==> config.mk <==
export PLATFORM = sky130hd
export DESIGN_NAME = psum_acc_bank
export DESIGN_NICKNAME = d
export VERILOG_FILES = /design/src/rtl/psum_acc_bank_pkg.sv /design/src/rtl/psum_rr_arb.sv /design/src/rtl/psum_acc_bank.sv
export SDC_FILE = /design/constraint.sdc
export NUM_CORES = 1
export LEC_CHECK = 0
export CORE_UTILIZATION = 33
export DETAILED_ROUTE_END_ITERATION = 10
export GPL_TIMING_DRIVEN = 1
export PLACE_DENSITY = 0.57
export SYNTH_ARGS = -nofsm -noshare
export SYNTH_HDL_FRONTEND = slang
export SYNTH_SLANG_ARGS = --single-unit
==> constraint.sdc <==
create_clock -name clk -period 8.4 [get_ports clk]
set_clock_uncertainty 0.1 [all_clocks]
set_input_delay 1.26 -clock clk [delete_from_list [all_inputs] [get_ports clk]]
set_output_delay 1.26 -clock clk [all_outputs]
set_load 0.005 [all_outputs]
==> src/rtl/psum_acc_bank_pkg.sv <==
// Shared types and default sizes for the partial-sum accumulation bank.
package psum_acc_bank_pkg;

  localparam int unsigned DefNumMac    = 3;
  localparam int unsigned DefPsumWidth = 24;
  localparam int unsigned DefAddrWidth = 5;
  localparam int unsigned DefDepth     = 16;

  typedef enum logic {
    StAcc   = 1'b0,
    StDrain = 1'b1
  } acc_state_e;

endpackage

==> src/rtl/psum_rr_arb.sv <==
// Round-robin arbiter: one-hot grant to the first valid requester at or after the pointer.
module psum_rr_arb #(
  parameter int unsigned NUM_MAC = 3
) (
  input  logic               clk,
  input  logic               rst_n,
  input  logic               clr,
  input  logic               en,
  input  logic [NUM_MAC-1:0] val,
  output logic [NUM_MAC-1:0] gnt
);

  localparam int unsigned PtrW = (NUM_MAC > 1) ? $clog2(NUM_MAC) : 1;

  logic [PtrW-1:0] ptr_q, ptr_d;

  always_comb begin
    int unsigned c;
    c     = 0;
    gnt   = '0;
    ptr_d = ptr_q;
    for (int unsigned k = 0; k < NUM_MAC; k++) begin
      c = (32'(ptr_q) + k) % NUM_MAC;
      if (en && val[c] && (gnt == '0)) begin
        gnt[c] = 1'b1;
        ptr_d  = PtrW'((c + 1) % NUM_MAC);
      end
    end
    if (clr) ptr_d = '0;
  end

  always_ff @(posedge clk or negedge rst_n) begin
    if (!rst_n) ptr_q <= '0;
    else        ptr_q <= ptr_d;
  end

endmodule

==> src/rtl/psum_acc_bank.sv <==
// Accumulates MAC partial sums into a flop bank and drains the finished row in address order.
module psum_acc_bank
  import psum_acc_bank_pkg::*;
#(
  parameter int unsigned NUM_MAC    = DefNumMac,
  parameter int unsigned PSUM_WIDTH = DefPsumWidth,
  parameter int unsigned ADDR_WIDTH = DefAddrWidth,
  parameter int unsigned DEPTH      = DefDepth,
  localparam int unsigned IdxW      = $clog2(DEPTH)
) (
  input  logic                          clk,
  input  logic                          rst_n,
  input  logic                          clr,
  input  logic [NUM_MAC-1:0]            mac_val,
  input  logic [NUM_MAC*ADDR_WIDTH-1:0] mac_addr,
  input  logic [NUM_MAC*PSUM_WIDTH-1:0] mac_psum,
  output logic [NUM_MAC-1:0]            mac_rdy,
  input  logic                          drain_req,
  output logic                          drain_busy,
  output logic                          out_val,
  output logic [IdxW-1:0]               out_addr,
  output logic [PSUM_WIDTH-1:0]         out_psum,
  input  logic                          out_rdy,
  output logic [7:0]                    drop_cnt
);

  acc_state_e            state_q, state_d;
  logic [IdxW-1:0]       idx_q, idx_d;
  logic [7:0]            drop_q, drop_d;
  logic [PSUM_WIDTH-1:0] bank_q [DEPTH];
  logic [PSUM_WIDTH-1:0] bank_d [DEPTH];

  logic                  arb_en;
  logic                  accept;
  logic                  in_range;
  logic                  drain_hs;
  logic [ADDR_WIDTH-1:0] sel_addr;
  logic [PSUM_WIDTH-1:0] sel_psum;

  // Grants are masked during reset and clear so no psum is consumed and then lost.
  assign arb_en = rst_n && !clr && (state_q == StAcc);

  psum_rr_arb #(
    .NUM_MAC (NUM_MAC)
  ) u_arb (
    .clk   (clk),
    .rst_n (rst_n),
    .clr   (clr),
    .en    (arb_en),
    .val   (mac_val),
    .gnt   (mac_rdy)
  );

  always_comb begin
    sel_addr = '0;
    sel_psum = '0;
    for (int i = 0; i < NUM_MAC; i++) begin
      if (mac_rdy[i]) begin
        sel_addr = mac_addr[i*ADDR_WIDTH +: ADDR_WIDTH];
        sel_psum = mac_psum[i*PSUM_WIDTH +: PSUM_WIDTH];
      end
    end
  end

  assign accept   = |mac_rdy;
  assign in_range = 32'(sel_addr) < DEPTH;

  assign out_val    = (state_q == StDrain);
  assign drain_busy = out_val;
  assign out_addr   = idx_q;
  assign out_psum   = out_val ? bank_q[idx_q] : '0;
  assign drain_hs   = out_val && out_rdy;
  assign drop_cnt   = drop_q;

  always_comb begin
    state_d = state_q;
    idx_d   = idx_q;
    unique case (state_q)
      StAcc: begin
        if (drain_req) state_d = StDrain;
      end
      StDrain: begin
        if (out_rdy) begin
          if (idx_q == IdxW'(DEPTH - 1)) begin
            state_d = StAcc;
            idx_d   = '0;
          end else begin
            idx_d = idx_q + 1'b1;
          end
        end
      end
      default: state_d = StAcc;
    endcase
    if (clr) begin
      state_d = StAcc;
      idx_d   = '0;
    end
  end

  always_comb begin
    drop_d = drop_q;
    if (accept && !in_range && (drop_q != 8'hFF)) drop_d = drop_q + 8'd1;
  end

  always_comb begin
    for (int i = 0; i < DEPTH; i++) bank_d[i] = bank_q[i];
    if (clr) begin
      for (int i = 0; i < DEPTH; i++) bank_d[i] = '0;
    end else begin
      // Reads come straight from bank_q, so back-to-back same-address accepts chain correctly.
      if (accept && in_range) begin
        bank_d[sel_addr[IdxW-1:0]] = bank_q[sel_addr[IdxW-1:0]] + sel_psum;
      end
      if (drain_hs) bank_d[idx_q] = '0;
    end
  end

  always_ff @(posedge clk or negedge rst_n) begin
    if (!rst_n) begin
      state_q <= StAcc;
      idx_q   <= '0;
      drop_q  <= '0;
      for (int i = 0; i < DEPTH; i++) bank_q[i] <= '0;
    end else begin
      state_q <= state_d;
      idx_q   <= idx_d;
      drop_q  <= drop_d;
      for (int i = 0; i < DEPTH; i++) bank_q[i] <= bank_d[i];
    end
  end

endmodule

-- Yosys cells after proc, flatten, opt, wreduce, memory -nomap -nowiden
Index checks and enable logic that the tools add are counted.
- output and inout port bits: 41
- logic and storage cells: 129
- register bits: 399
- input port bits: 95
- div/mod/pow operators: 6
- mux-type cells: 50
- bitwise gates (word level): 7
- reductions and logical operators: 25
- order comparisons: 11
- add/sub/neg operators: 8
- eq/ne operators: 2
- operator list (kind ; count):
    2-to-1 mux 384 bit ; 4
    AND 384 bit ; 1
    bitwise mux 384 bit ; 1
    inverter 384 bit ; 1
    2-to-1 mux 24 bit ; 10
    binary-select mux 24 bit (select 4 bit) ; 2
    demux 24 bit (select 4 bit) ; 2
    modulo 32 x 2 -> 32 bit (second input constant) ; 5
    adder 32 x 1 -> 32 bit (second input constant) ; 3
    >= comparator 32 x 1 -> 1 bit (second input constant) ; 3
    < comparator 32 x 3 -> 1 bit (second input constant) ; 3
    modulo 2 x 2 -> 32 bit (second input constant) ; 1
    adder 24 bit ; 1
    logical AND 1 bit ; 16
    2-to-1 mux 4 bit ; 4
    2-to-1 mux 5 bit ; 3
    >= comparator 5 bit (second input constant) ; 2
    < comparator 5 x 1 -> 1 bit (second input constant) ; 2
    2-to-1 mux 1 bit ; 10
    inverter 4 -> 5 bit ; 2
    2-to-1 mux 3 bit ; 3
    adder 8 x 1 -> 8 bit (second input constant) ; 1
    2-to-1 mux 2 bit ; 4
    inequality test 8 bit (second input constant) ; 1
    other kinds (16) ; 24

-- Longest topological paths before layout
- word-level depth: 26
- mapped depth: 33
- depth with buffers taken out: 28

-- Hierarchy
From an unflattened synthesis, not the netlist that was laid out.
- cells, all modules: 2539
- area, all modules: 24917.6 um2
- modules (own cells, without submodules) (module ; times used ; sequential area each (um2) ; area an instance (um2) ; cells an instance):
    psum_acc_bank ; 1 ; 9934.5 ; 23938.0 ; 2425
    psum_rr_arb ; 1 ; 50.0 ; 979.7 ; 114

-- Worst setup path before layout
No wires, ideal clock.
- kind: input port to flip-flop
- from: in clr
- to: reg bank_q[311] (netlist name)
- stages on the path: 29
- arrival time: 7715 ps
- setup slack: 498 ps
- library setup time: 87 ps
- required time: 8213 ps
- path buffers: 6
- cells stage by stage: clkbuf_1 or3b_1 clkbuf_2 a21o_1 o2111a_1 nor3_4 inv_2 a22o_1 a41oi_4 buf_6 buf_2 buf_2 mux4_2 a211oi_1 a21oi_1 ha_1 o21ai_0 o21a_1 o31ai_1 o31ai_1 a21o_1 a21oi_1 and4_1 o31a_1 o21ai_0 o2bb2ai_1 xnor3_2 buf_6 a211oi_2
- RTL lines (what ; line ; text):
    from (decl) ; psum_acc_bank.sv:13 ; input logic clr,
    to (decl) ; psum_acc_bank.sv:30 ; logic [PSUM_WIDTH-1:0] bank_q [DEPTH];

==> results.tsv <==
stage	metric	value	unit
place	GPL Wtd Cong	0.918	
cts	CTS tree	built	
synth	Cells after Synth	2613	
synth	Most used DFF post-synth	dfrtp_1	
power_and_ir_drop	peak supply drop	0.000155	V
grt	GRT overflow	0	
place	Port-buffer cells	135	
worst_hold_path	Hold WC Path Type	flip-flop to flip-flop	
layout	Post-layout nets	2867	
grt	largest net degree at the start of global routing	171	
synth	syn_area_per_cell	9.50	sq um
layout	commonest non-fill, non-tap cell in the layout	nand2_1	
timing	setup TNS	0	ps
cts	CTS Root Cell	clkbuf_16	
layout	antenna cells	0	
synth	EDFF count, synth	0	
timing	Slew headroom	6.97	%
run	MaxCap Viol Count	0	
cts	clock slew at reported path FFs	60	ps
worst_setup_path	startpoint types	input port	
timing	worst slew pin tran	1390	ps
outcome	status	completed	
detailed_routing	WL/cell	26.3	um
detailed_routing	DRC violations left	0	
timing	final hold viol count	0	
worst_setup_path	cell at the slowest stage of the critical path	mux4_2	
worst_setup_path	CP required	8780	ps
timing	RSZ-0062 raised after global routing	no	
floorplanning	Rows	100	
synth	asr flop ratio synth	100	%
floorplanning	Chip Width	276	um
floorplanning	total core area	0.0744	sq mm
detailed_routing	Routed Antenna Nets	0	
grt	met3 usage	6.59	%
worst_setup_path	Crit Path Max Fanout	22	
worst_setup_path	critical path class	input port to flip-flop	
synth	YS warnings	0	
grt	Tot GR Track Use	25.4	%
synth	Seq cells post-synth	399	
detailed_routing	vias per cell	6.05	
place	DP HPWL	61600	um
grt	GR Util met2	40.0	%
worst_setup_path	Bufs and invs on worst path	9	
detailed_routing	drt first-iter violations	2512	
layout	Synth-to-Final Area Change	18.0	%
cts	Worst-Skew Late Latency	600	ps
timing	Max Fclk	0.124	GHz
timing	Final setup viols	0	
cts	clock buffer depth	3	
grt	met1 global-route usage	32.6	%
place	Placement Setup Slack	-157	ps
cts	Post-CTS Hold Fix Bufs	0	
floorplanning	I/O pin count	136	
worst_setup_path	Largest stage delay, worst path	530	ps
floorplanning	Die Area	0.0763	sq mm
detailed_routing	Pre-antenna DRT Iters	6	
worst_setup_path	crit path DAT	8420	ps
layout	final core occ	39.4	%
cts	clock sink total	399	
grt	initial antenna violation count	3	
timing	Tcrit/Tclk final	95.7	%
power_and_ir_drop	Leakage Power	11.6	nW
synth	share of the yosys chip area belonging to registers	40.2	%
synth	Netlist cell types	73	
floorplanning	die height	276	um
timing	fin crit period	8040	ps
layout	final instance area	0.0293	sq mm
synth	mapped cell area	0.0248	sq mm
cts	CTS Buf Count	45	
layout	most frequent cells in the layout	nand2_1, a21oi_1, dfrtp_1	
cts	post-CTS setup buffer count	0	
power_and_ir_drop	power per cell area	236	mW/mm^2
floorplanning	Initial Util	33.3	%
cts	post_cts resized	0	
grt	first-pass GRT wire length	146000	um
worst_setup_path	CP top delay family	compound AO/OA/AOI/OAI gates	
timing	max-slew violation count	0	
synth	Synthesized Nets	2752	
detailed_routing	Via Count	22600	
grt	vias in the first global route	22300	
cts	H-tree Lvls	2	
grt	GRT busiest layer	met2	
timing	setup ws final	360	ps
detailed_routing	final WL	98200	um
worst_setup_path	crit end category	flip-flop	
layout	share of cells above drive strength 1	18.8	%
place	DP Area	0.0279	sq mm
-- cell type report --
type / count / area (sq um)
fillers: 7158 / 45100
inverters: 33 / 124
repair buffers: 284 / 2570
clock buffers: 62 / 1260
flip-flops and latches: 399 / 9990
well taps: 969 / 1210
clock inverters: 18 / 179
multi-input cells: 1965 / 14000
-- worst reg2reg max path, delay by kind of cell (launching register included) --
| kind | cells | cell delay [ps] |
|---|---|---|
| compound gates | 17 | 3710 |
| buf+inv | 7 | 1330 |
| fa+ha+maj | 2 | 850 |
| mux | 2 | 680 |
| flops | 1 | 470 |
| xor+xnor | 1 | 400 |
| simple gates | 1 | 260 |
-- path summary, 6_finish.rpt --
kind / slack, ps / end / from / cells past startpoint
max in group asynchronous: 4870 / bank_q[65] / rst_n / 4
min in group asynchronous: 570 / out_addr[1] / rst_n / 2
setup / recovery: 360 / bank_q[359] / clr / 31
hold / removal: 400 / drop_cnt[7] / drop_cnt[7] / 1
setup reg to reg: 470 / bank_q[359] / u_arb.ptr_q[1] / 30
hold reg to reg: 400 / drop_cnt[7] / drop_cnt[7] / 1
-- layer usage --
layer	share of wire, %	routed length (um)	up-vias
met1	38	37000	11200
met2	45	44600	1532
met4	5.2	5100	6
met3	12	11500	342
li1	-	-	9486
met5	0.041	40	-
-- cells in the mapped netlist, types with 3 or more instances --
cell type / number / area, sq um
or3_1: 3 / 18.8
o31ai_1: 8 / 60.1
buf_2: 29 / 145
a31oi_1: 27 / 169
o22ai_1: 9 / 56.3
a21o_1: 24 / 180
and3_1: 9 / 56.3
o21ai_0: 33 / 165
nand3_1: 36 / 180
mux4_2: 212 / 4770
a21oi_1: 399 / 2000
and2_1: 33 / 206
nand2_1: 723 / 2710
buf_1: 20 / 75.1
dfrtp_1: 399 / 9980
or3b_2: 16 / 140
a22oi_1: 7 / 52.6
inv_2: 3 / 11.3
ha_1: 43 / 538
nand2b_1: 8 / 50.1
a211oi_2: 10 / 125
clkbuf_1: 162 / 608
a211oi_1: 45 / 338
a22o_1: 3 / 26.3
nor2b_1: 28 / 175
xnor2_1: 24 / 210
nor3_1: 9 / 45.0
inv_1: 30 / 113
mux2i_1: 35 / 350
nand4_1: 3 / 18.8
xor2_1: 7 / 61.3
nor2_1: 152 / 571
a221oi_1: 3 / 26.3
or2_2: 6 / 37.5
o21a_1: 3 / 22.5
a31o_2: 4 / 35.0
-- stage by stage --
step | hold slack, ps | power [mW] | std cells
floorplan | 382 | 3.72 | 2613
global placement | 386 | 4.85 | 3650
detailed placement | 397 | 4.89 | 3650
CTS | 405 | 6.86 | 3730
global route | 448 | 7.17 | 3730
finish | 400 | 6.91 | 3730
-- state kept, by name, summed over array words and instances, names as in the netlist --
name         flops
bank_q         384
out_addr         4
drain_busy       1
u_arb.ptr_q      2
drop_cnt         8
-- power by group --
group	total, mW	internal [mW]	switching (mW)
logic	2.89	1.02	1.88
registers	2.03	1.97	0.0621
clock network	1.98	1.12	0.868
total	6.91	4.11	2.81
-- logic make-up after synthesis --
| logic type | share of synthesized area (%) |
|---|---|
| compound gates | 14.2 |
| simple gates | 17.4 |
| mux | 20.7 |
| flops | 40.2 |
| xor+xnor | 1.19 |
| buf+inv | 4.01 |
| fa+ha+maj | 2.25 |
No activity file was read; power rests on OpenSTA's default activity.
